## config.mk

```make
export PLATFORM = sky130hd
export DESIGN_NAME = fifo_uart_tx_flat
export DESIGN_NICKNAME = d
export VERILOG_FILES = /design/src/rtl/fifo_uart_tx_pkg.sv /design/src/rtl/fifo_uart_tx_if.sv /design/src/rtl/fifo_uart_tx_baud_gen.sv /design/src/rtl/fifo_uart_tx.sv /design/src/flat_wrapper.sv
export SDC_FILE = /design/constraint.sdc
export NUM_CORES = 1
export LEC_CHECK = 0
export ABC_AREA = 0
export CAP_MARGIN = 20
export CORE_ASPECT_RATIO = 0.6
export CORE_MARGIN = 4
export CORE_UTILIZATION = 47
export DETAILED_ROUTE_END_ITERATION = 8
export PLACE_DENSITY_LB_ADDON = 0.12
export SLEW_MARGIN = 20
export SYNTH_ARGS = -nofsm -noshare
export SYNTH_HDL_FRONTEND = slang
export SYNTH_SLANG_ARGS = --single-unit
```

## constraint.sdc

```tcl
create_clock -name clk -period 3.95 [get_ports clk]
set_clock_uncertainty 0.15 [all_clocks]
set_input_delay 0.395 -clock clk [delete_from_list [all_inputs] [get_ports clk]]
set_output_delay 0.395 -clock clk [all_outputs]
set_load 0.01 [all_outputs]
```

## src/rtl/fifo_uart_tx_pkg.sv

```systemverilog
// Shared definitions for the FIFO-fed UART transmitter.
//   state_t          - transmitter FSM encoding (IDLE, START, DATA, STOP)
//   DEF_DBIT         - default data bits per frame
//   DEF_SB_TICK      - default oversample ticks in the stop period
//   DEF_DVSR         - default clk cycles per oversample tick
//   BIT_TICKS        - oversample ticks per start/data bit
//   width_of()       - counter width able to hold 0..n-1 (never below 1)
package fifo_uart_tx_pkg;

    typedef enum logic [1:0] {
        IDLE  = 2'd0,
        START = 2'd1,
        DATA  = 2'd2,
        STOP  = 2'd3
    } state_t;

    localparam int DEF_DBIT    = 8;
    localparam int DEF_SB_TICK = 16;
    localparam int DEF_DVSR    = 163;
    localparam int BIT_TICKS   = 16;

    function automatic int width_of(input int n);
        return (n <= 2) ? 1 : $clog2(n);
    endfunction

endpackage

```

## src/rtl/fifo_uart_tx_if.sv

```systemverilog
// Pop-side handshake of a first-word-fall-through FIFO.
//   fifo_empty - FIFO has no word at its head
//   fifo_data  - head word, valid while fifo_empty is low
//   fifo_rd    - one-cycle pop strobe
// master: the consumer that pops (the transmitter); slave: the FIFO.
interface fifo_uart_tx_if
    import fifo_uart_tx_pkg::*;
#(
    parameter int DBIT = DEF_DBIT
) ();

    logic            fifo_empty;
    logic [DBIT-1:0] fifo_data;
    logic            fifo_rd;

    modport master (input  fifo_empty, input  fifo_data, output fifo_rd);
    modport slave  (output fifo_empty, output fifo_data, input  fifo_rd);

endinterface

```

## src/rtl/fifo_uart_tx_baud_gen.sv

```systemverilog
// Oversample tick generator: counts 0..DVSR-1 and pulses tick_o for one
// cycle at DVSR-1 before wrapping. clr_i restarts the count at 0 on the
// next edge so a frame's bit periods are aligned to its start.
//   clk, reset - clock, asynchronous active-high reset
//   clr_i      - synchronous counter clear
//   tick_o     - one-cycle oversample tick
module baud_gen
    import fifo_uart_tx_pkg::*;
#(
    parameter int DVSR = DEF_DVSR
) (
    input  logic clk,
    input  logic reset,
    input  logic clr_i,
    output logic tick_o
);

    localparam int            C_W  = width_of(DVSR);
    localparam logic [C_W-1:0] LAST = C_W'(DVSR - 1);

    logic [C_W-1:0] cnt_q, cnt_d;

    always_comb begin
        if (clr_i || cnt_q == LAST) cnt_d = '0;
        else                        cnt_d = cnt_q + 1'b1;
    end

    // NOTE: registers use non-blocking assignments so every flop samples
    // pre-edge values regardless of process evaluation order.
    always_ff @(posedge clk or posedge reset) begin
        if (reset) cnt_q <= '0;
        else       cnt_q <= cnt_d;
    end

    assign tick_o = (cnt_q == LAST);

endmodule

```

## src/rtl/fifo_uart_tx.sv

```systemverilog
// UART transmitter that pulls words from an upstream FWFT FIFO and sends
// each as start bit, DBIT data bits LSB first, and a SB_TICK-tick stop
// period. The word is popped in IDLE and captured in the same cycle, so
// FIFO activity during a frame never affects it.
//   clk, reset   - clock, asynchronous active-high reset
//   fifo         - FIFO pop handshake (master side)
//   tx           - registered serial line, idle high
//   tx_busy      - high whenever a frame is in progress
//   tx_done_tick - one-cycle pulse at the end of the stop period
module fifo_uart_tx
    import fifo_uart_tx_pkg::*;
#(
    parameter int DBIT    = DEF_DBIT,
    parameter int SB_TICK = DEF_SB_TICK,
    parameter int DVSR    = DEF_DVSR
) (
    input  logic         clk,
    input  logic         reset,
    fifo_uart_tx_if.master fifo,
    output logic         tx,
    output logic         tx_busy,
    output logic         tx_done_tick
);

    localparam int S_W = width_of((SB_TICK > BIT_TICKS) ? SB_TICK : BIT_TICKS);
    localparam int N_W = width_of(DBIT);

    localparam logic [S_W-1:0] LAST_BIT_TICK  = S_W'(BIT_TICKS - 1);
    localparam logic [S_W-1:0] LAST_STOP_TICK = S_W'(SB_TICK - 1);
    localparam logic [N_W-1:0] LAST_BIT       = N_W'(DBIT - 1);

    state_t          state_q, state_d;
    logic [S_W-1:0]  s_q, s_d;      // oversample ticks within current bit
    logic [N_W-1:0]  n_q, n_d;      // data bit index
    logic [DBIT-1:0] b_q, b_d;      // shift register, LSB is on the line
    logic            tx_q, tx_d;
    logic            tick;
    logic            start;

    // Pop is held off while reset is asserted so the FIFO loses no word.
    assign start        = (state_q == IDLE) && !fifo.fifo_empty && !reset;
    assign fifo.fifo_rd = start;

    baud_gen #(.DVSR(DVSR)) u_baud_gen (
        .clk    (clk),
        .reset  (reset),
        .clr_i  (start),
        .tick_o (tick)
    );

    always_comb begin
        // NOTE: every output of this block gets a default first, so no
        // path through the case statement can infer a latch.
        state_d      = state_q;
        s_d          = s_q;
        n_d          = n_q;
        b_d          = b_q;
        tx_done_tick = 1'b0;
        tx_d         = 1'b1;

        unique case (state_q)
            IDLE: begin
                if (start) begin
                    state_d = START;
                    s_d     = '0;
                    n_d     = '0;
                    b_d     = fifo.fifo_data;
                end
            end
            START: begin
                if (tick) begin
                    if (s_q == LAST_BIT_TICK) begin
                        state_d = DATA;
                        s_d     = '0;
                    end else begin
                        s_d = s_q + 1'b1;
                    end
                end
            end
            DATA: begin
                if (tick) begin
                    if (s_q == LAST_BIT_TICK) begin
                        s_d = '0;
                        b_d = b_q >> 1;
                        if (n_q == LAST_BIT) state_d = STOP;
                        else                 n_d     = n_q + 1'b1;
                    end else begin
                        s_d = s_q + 1'b1;
                    end
                end
            end
            STOP: begin
                if (tick) begin
                    if (s_q == LAST_STOP_TICK) begin
                        state_d      = IDLE;
                        tx_done_tick = 1'b1;
                    end else begin
                        s_d = s_q + 1'b1;
                    end
                end
            end
            default: state_d = IDLE;
        endcase

        // Line level follows the next state, so the registered tx lines up
        // with the state register instead of lagging it by a cycle.
        case (state_d)
            START:   tx_d = 1'b0;
            DATA:    tx_d = b_d[0];
            default: tx_d = 1'b1;
        endcase
    end

    // NOTE: only control and datapath flops are reset here; there is no
    // storage array, so every register returns to a defined value.
    always_ff @(posedge clk or posedge reset) begin
        if (reset) begin
            state_q <= IDLE;
            s_q     <= '0;
            n_q     <= '0;
            b_q     <= '0;
            tx_q    <= 1'b1;
        end else begin
            state_q <= state_d;
            s_q     <= s_d;
            n_q     <= n_d;
            b_q     <= b_d;
            tx_q    <= tx_d;
        end
    end

    assign tx      = tx_q;
    assign tx_busy = (state_q != IDLE);

endmodule

```

## src/flat_wrapper.sv

```systemverilog
// flat-port wrapper written by rule: the top's interface ports become plain ports
module fifo_uart_tx_flat import fifo_uart_tx_pkg::*;
#(
    parameter int DBIT    = DEF_DBIT,
    parameter int SB_TICK = DEF_SB_TICK,
    parameter int DVSR    = DEF_DVSR
)
  (clk, reset, tx, tx_busy, tx_done_tick, fifo_fifo_empty, fifo_fifo_data, fifo_fifo_rd);
  fifo_uart_tx_if #(.DBIT(DBIT)) fifo_i ();
  input  logic clk;
  input  logic reset;
  output logic tx;
  output logic tx_busy;
  output logic tx_done_tick;
  input wire logic [$bits(fifo_i.fifo_empty)-1:0] fifo_fifo_empty;
  input wire logic [$bits(fifo_i.fifo_data)-1:0] fifo_fifo_data;
  output wire logic [$bits(fifo_i.fifo_rd)-1:0] fifo_fifo_rd;
  assign fifo_i.fifo_empty = fifo_fifo_empty;
  assign fifo_i.fifo_data = fifo_fifo_data;
  assign fifo_fifo_rd = fifo_i.fifo_rd;
  fifo_uart_tx #(.DBIT(DBIT), .SB_TICK(SB_TICK), .DVSR(DVSR)) u_core (.clk(clk), .reset(reset), .fifo(fifo_i), .tx(tx), .tx_busy(tx_busy), .tx_done_tick(tx_done_tick));
endmodule
```

# Word level (Yosys, flattened, before mapping)
# Index checks and enable logic that the tools add are counted.
# classes
addsub	3
eq_ne	15
n_mux	29
reduce_logical	12
# ops
cell	n
2-to-1 mux 8 bit	4
2-to-1 mux 4 bit	5
2-to-1 mux 2 bit	8
one-hot mux 8 bit (2 select lines)	1
2-to-1 mux 3 bit	4
one-hot mux 4 bit (3 select lines)	1
adder 8 x 1 -> 8 bit, second input constant	1
== test 8 bit, second input constant	1
inequality test 2 x 1 -> 1 bit, second input constant	4
one-hot mux 2 bit (4 select lines)	1
AND reduction 4 bit	2
== test 2 bit, second input constant	3
inequality test 2 bit, second input constant	3
one-hot mux 3 bit (2 select lines)	1
AND reduction 5 bit	1
adder 4 x 1 -> 4 bit, second input constant	1
== test 2 x 1 -> 1 bit, second input constant	2
== test 4 bit, second input constant	1
nonzero test 2 bit	2
adder 3 x 1 -> 3 bit, second input constant	1
== test 3 bit, second input constant	1
2-to-1 mux 1 bit	3
logical AND 1 bit	2
logical NOT 1 bit	2
4 further kinds	4
# word_totals
ff_bits	26
in_bits	11
output_inout_bits	4
wordCells	66

# Longest topological paths before layout
# Gate-level depths: netlist (run 1).
# depth
depth_word	7
mapped_depth	8

# Modules after synthesis
# From an unflattened synthesis (run 1), not the netlist that was laid out.
# hier_totals
cells_unflattened	165
area_unflattened_um2	1546.5
# modules_own_cells
mod	n_inst	cells_per_inst	area_each_um2	seq_area_each_um2
fifo_uart_tx	1	121	1117.3	451.7
baud_gen	1	44	429.2	200.2

# Least setup slack after synthesis (run 1)
# OpenSTA, ideal clock, no wires.
# synth_timing
kind	register to register
startpoint	reg u_core.state_q[0]
endpoint	reg u_core.b_q[1]
arrival_ps	1864
required_time_ps	3673
setup_slack_ps	1809
path_stages_with_launch	9
n_path_buf	2
synth_period_minus_slack_ps	2141
cell_sequence	dfrtp_1 > inv_1 > ha_1 > or3b_1 > clkbuf_2 > a22o_1 > buf_6 > a222oi_1 > inv_1
# synth_via
elab_chain_cells	5
# synth_lines
item	line_no	rtl
start, declared	fifo_uart_tx.sv:32	state_t state_q, state_d;
start signal, assigned	fifo_uart_tx.sv:124	state_q <= state_d;
logical NOT 2 bit	fifo_uart_tx.sv:41, fifo_uart_tx.sv:61	
logical AND 1 bit (2 in a row)	fifo_uart_tx.sv:41	assign start = (state_q == IDLE) && !fifo.fifo_empty && !reset;
inequality test 2 bit (no line)	--	
AND reduction 4 bit (no line)	--	
end signal, assigned	fifo_uart_tx.sv:121	b_q <= '0;
end signal, assigned	fifo_uart_tx.sv:127	b_q <= b_d;
end, declared	fifo_uart_tx.sv:35	logic [DBIT-1:0] b_q, b_d;
# Several ways; a longest one is shown, not always the timed one.
# A chain may end at the register's enable or synchronous reset.

# Worst setup path in the final report (run 1)
# layout_timing
startpoint	reg u_core.state_q[0]
endpoint	out fifo_fifo_rd
# layout_via
elab_chain_cells	3
# layout_lines
item	line_no	rtl
logical NOT 2 bit	fifo_uart_tx.sv:41	
logical AND 1 bit (2 in a row)	fifo_uart_tx.sv:41	
end, declared	flat_wrapper.sv:17	output wire logic [$bits(fifo_i.fifo_rd)-1:0] fifo_fifo_rd;
# Every way passes these cells.

==> flow_summary.ini, run 1 <==
[floorplanning]
fp.dieW_um = 80.91
core_area_um2 = 2965
dieArea_um2 = 4186
start_util_pct = 50.55
die_h_um = 51.75
row_count = 15
ioPinCount = 15

[critical_path]
r2r_setup_slack_ps = 1590
crit_slowest_cell = clkdlybuf4s50_1
r2r-end = u_core.b_q[3]$_DFFE_PP0P_
worst_path_most_repeated_cell = inv_1
end_kind = output pin
cp-endpoint = fifo_fifo_rd
crit_family = buffers and inverters
r2r_cells = 6
slowest_delay_ps = 540
worst-path-buf-inv = 3
startpoint = u_core.state_q[0]$_DFF_PP0_
r2r_start = u_core.state_q[0]$_DFF_PP0_
cp_data_arrival_time_ps = 2220
cp_max_fo = 7
crit_type = register to output pin
cp_cell_sequence = inv_1, ha_1, or3b_1, inv_1, clkdlybuf4s50_1
required_ps = 3400
worstSetupStartpointType = register
crit_cells = 5

[sta]
slew_headroom_pct = 50.82
rsz0062_at_grt = false
tns_ps = 0
min_period_over_period_pct = 69.93
setup_violations = 0
slew_violations = 0
fin_crit_ps = 2762
worst_slew_pin_slew_ps = 736.1
max_freq_mhz = 362.0
hold_viol = 0

[logic_synthesis]
synth_seq_cells = 26
syn_inst = 147
ys_seq_area_share_pct = 43.49
avgSynthCellArea_um2 = 10.20
syn_area_um2 = 1499
synth-edff-count = 0
synthArstFlopShare_pct = 100.0
ys_types = 46
ys_dominant_reg_cell = dfrtp_1
ys_warn_count = 0
syn-num-nets = 169

[finish]
seqCellArea_um2 = 651.9
final_area_um2 = 1713
mostFrequentLayoutCell = dfrtp_1
multi_input_area_um2 = 774.5
syn_to_final_growth_pct = 14.27
final_net_count = 184
instances_no_fill = 203
n_antenna_cell = 0
drive_gt1_share_pct = 9.938
final_cell_mix = 25 x dfrtp_1, 15 x nor2_1, 14 x clkdlybuf4s50_1
fillers = 295

[drt]
drc_errors = 0
vias = 1156
drt-wirelength-per-cell_um = 14.11
drt_iter0_drc = 100
ant_nets = 0
drt-total-wl_mm = 2.865
firstDrtPassIters = 4
viasPerCell = 5.695

[pwr]
p_leak_uw = 0.0008209
powerDensity_nw_per_um2 = 254.4
peakVddDrop_mv = 0.1146

[cts]
cts_root_buf = clkbuf_8
clk_path_buf_depth = 2
cts_sinks = 26
cts_resized = 0
worstSkewPairLatency_ps = 270
clk_pin_slew_ps = 80
post-cts-setup-buffer-count = 0
cts_tree = yes
cts_buffers = 3
htreeDepth = 1
ctsHoldBuffers = 0

[place]
place_area_um2 = 1668
dp_hpwl_mm = 2.182
port_buffers = 14
placed_cells = 199
gp_congestion = 0.7686

[global_route]
grt_max_degree = 27
antenna_found_initial = 0
grt_pass1_vias = 1144
grt_overflow_total = 0
grt_first_pass_wirelength_mm = 5.306
track_usage_pct = 16.54

[hold_path]
hold_class = register to register

[outcome]
outcome = complete, no violations

[job]
maxCapViolCount = 0
==> synthesized netlist by cell type, types with 2 or more instances <==
cell,number,share of area (%)
a32o_1,2,1.3
clkbuf_1,2,0.50
nand3_1,10,3.3
dfrtp_1,25,42
nor2_1,15,3.8
xor2_1,5,2.9
nand2_1,8,2.0
or4b_2,2,1.3
o211ai_1,2,1.0
or3_1,2,0.83
a222oi_1,6,4.0
nor3_1,2,0.67
or3b_1,2,1.2
o21ai_0,4,1.3
ha_1,11,9.2
and3_1,4,1.7
a21oi_1,3,1.0
nor3_2,2,1.3
inv_1,13,3.3
==> metal layers <==
metal	global-route usage, %	vias up	part of all wire [%]
li1	-	565	-
met1	24.45	563	53
met2	23.98	26	42
met3	4.671	2	4.1
met4	3.371	0	0.49
met5	0	-	0
==> where the power goes <==
group	internal, uW	total (uW)	switching [uW]
sequential	266	267	0.390
clock	72.1	152	80.2
combinational	9.31	16.7	7.36
==> area by class of cell <==
type / count / share of cell area (%)
flip-flops and latches: 26 / 38.06
well taps: 42 / 3.068
repair buffers: 14 / 8.181
inverters: 13 / 2.849
clock buffers: 4 / 2.630
multi-input cells: 104 / 45.22
==> worst min-delay path by stage <==
| stage | startpoint | endpoint | cells after the start |
|---|---|---|---|
| 6_report | u_core.b_q[5]$_DFFE_PP0P_ | u_core.b_q[4]$_DFFE_PP0P_ | 2 |
| 5_1_grt | u_core.b_q[6]$_DFFE_PP0P_ | u_core.b_q[5]$_DFFE_PP0P_ | 2 |
| 4_1_cts | u_core.b_q[6]$_DFFE_PP0P_ | u_core.b_q[5]$_DFFE_PP0P_ | 2 |
| 3_5_place_dp | u_core.b_q[6]$_DFFE_PP0P_ | u_core.b_q[5]$_DFFE_PP0P_ | 2 |
| 3_3_place_gp | u_core.b_q[6]$_DFFE_PP0P_ | u_core.b_q[5]$_DFFE_PP0P_ | 2 |
| 2_1_floorplan | reset | u_core.b_q[0]$_DFF_PP0_ | 1 |
==> cell families after synthesis <==
kind of cell,synth area share (%)
flip-flops,43.49
multiplexers,1.669
AND/OR/NAND/NOR,22.04
buffers and inverters,4.841
AO/OA/AOI/OAI,15.28
adder cells (fa/ha/maj),9.182
XOR/XNOR,3.506
==> worst reg2reg max path, delay by kind of cell (launching register included) <==
kind                       cells  cell delay [ps]
DFF                            1              420
AOI/OAI and AO/OA              2              760
adders and majority gates      1              210
buffers and inverters          2              220
and+or+nand+nor                1              490
==> state kept, by name, summed over array words and instances, names as in the netlist <==
name,flops
u_core.n_q,3
u_core.state_q,2
u_core.s_q,4
u_core.tx,1
u_core.b_q,8
u_core.u_baud_gen.cnt_q,8
==> per-stage QoR <==
stage                     util, %  setup WS [ps]  power [uW]  hold slack (ps)
after floorplan                 -           1809       277.1            284.3
after global placement      56.24           1399       288.9            314.4
after detailed placement    56.24           1383       289.2            329.3
after CTS                   57.76           1173       440.0            349.5
after global routing        57.76           1033       457.7            370.8
final                       57.76           1188       435.8            349.1
No activity file was read; power rests on OpenSTA's default activity.
==> inputs of run 2 (changes only) <==
Clock period 3.95 ns to 2.7 ns, I/O delays scaled along.
==> flow_summary.ini, run 2 (synthesized netlist as in run 1, its figures left out) <==
[place]
gp_congestion = 0.7694
port_buffers = 14
dp_hpwl_mm = 2.373
dp_slack_ps = 301.9
placed_cells = 202
place_area_um2 = 1690

[global_route]
track_usage_pct = 17.27
grt_max_degree = 20
grt_overflow_total = 0
grt_pass1_vias = 1154
grt_first_pass_wirelength_mm = 5.402
antenna_found_initial = 0

[cts]
cts_buffers = 3
post-cts-setup-buffer-count = 0
cts_root_buf = clkbuf_8
cts_tree = yes
clk_path_buf_depth = 2
worstSkewPairLatency_ps = 270
ctsHoldBuffers = 0
htreeDepth = 1
cts_resized = 0
cts_sinks = 26
clk_pin_slew_ps = 90

[floorplanning]
start_util_pct = 50.55
fp.dieW_um = 80.91
die_h_um = 51.75
row_count = 15
core_area_um2 = 2965
ioPinCount = 15
dieArea_um2 = 4186

[finish]
seqCellArea_um2 = 651.9
mostFrequentLayoutCell = dfrtp_1
n_antenna_cell = 0
fillers = 284
final_net_count = 187
instances_no_fill = 206
final_cell_mix = 25 x dfrtp_1, 15 x nor2_1, 14 x clkdlybuf4s50_1
multi_input_area_um2 = 777.0
final_area_um2 = 1748
syn_to_final_growth_pct = 16.61
drive_gt1_share_pct = 12.20
largestRegisters = u_core.b_q: 8 flops, u_core.u_baud_gen.cnt_q: 8 flops, u_core.s_q: 4 flops

[sta]
tns_ps = 0
slew_headroom_pct = 62.91
setup_ws_ps = 118.7
setup_violations = 0
fin_crit_ps = 2581
hold_viol = 0
slew_violations = 0
worst_slew_pin_slew_ps = 556.3
min_period_over_period_pct = 95.60
rsz0062_at_grt = false
max_freq_mhz = 387.4

[critical_path]
crit_slowest_cell = clkdlybuf4s50_1
end_kind = output pin
cp_data_arrival_time_ps = 2160
slowest_delay_ps = 540
required_ps = 2280
crit_type = register to output pin
cp_max_fo = 7
worstSetupStartpointType = register
cp_cell_sequence = inv_1, ha_1, or3b_4, inv_1, clkdlybuf4s50_1
worst_path_most_repeated_cell = inv_1

[drt]
ant_nets = 0
viasPerCell = 5.655
drt_iter0_drc = 88
drt-total-wl_mm = 3.119
firstDrtPassIters = 4
vias = 1165
drc_errors = 0
drt-wirelength-per-cell_um = 15.14

[job]
maxCapViolCount = 0

[pwr]
peakVddDrop_mv = 0.2605
powerDensity_nw_per_um2 = 382.8
p_leak_uw = 0.0008460

[hold_path]
hold_class = input port to async pin

[outcome]
outcome = complete, no violations
## run 2: metrics by stage
step | power, uW | hold WS [ps] | utilization [%]
after detailed placement | 425.2 | 325.7 | 57.00
after global routing | 699.8 | 228.2 | 58.95
after CTS | 676.9 | 187.9 | 58.86
final | 669.1 | 188.5 | 58.95
after global placement | 424.0 | 314.6 | 57.00
after floorplan | 405.3 | 159.3 | -
## run 2: routing by layer
layer  GRT usage [%]  share of wire [%]  vias up
li1                -                  -      566
met1           24.18                 50      563
met2           25.89                 44       31
met3           4.152                4.8        5
met4           6.461                1.3        0
met5               0                  0        -
## run 2: cell type report
class                   instances  area share (%)
flip-flops and latches         26           37.29
repair buffers                 17           9.306
clock buffers                   4           3.150
well taps                      42           3.006
inverters                      13           2.792
multi-input cells             104           44.45
## run 2: worst paths after layout
path	startpoint	to	slack, ps	cells past startpoint
max in group asynchronous	reset	u_core.b_q[4]$_DFFE_PP0P_	1640	3
min in group clk	u_core.b_q[6]$_DFFE_PP0P_	u_core.b_q[5]$_DFFE_PP0P_	350	2
worst min-delay path	reset	u_core.s_q[3]$_DFFE_PP0P_	190	2
worst max register to register	u_core.state_q[0]$_DFF_PP0_	u_core.b_q[6]$_DFFE_PP0P_	370	6
worst min register to register	u_core.b_q[6]$_DFFE_PP0P_	u_core.b_q[5]$_DFFE_PP0P_	350	2
worst max-delay path	u_core.state_q[0]$_DFF_PP0_	fifo_fifo_rd	120	5
## run 2: worst max-delay path, delay by kind of cell (launching register included)
kind,cells,cell delay (ps)
fa+ha+maj,1,220
buf+inv,3,800
flops,1,420
simple gates,1,440
## run 2: power breakdown
group	leakage (uW)	switching (uW)	total, uW	internal, uW
sequential	0.000313	0.728	391	390
combinational	0.000504	11.8	26.4	14.6
clock	0.0000288	122	252	130
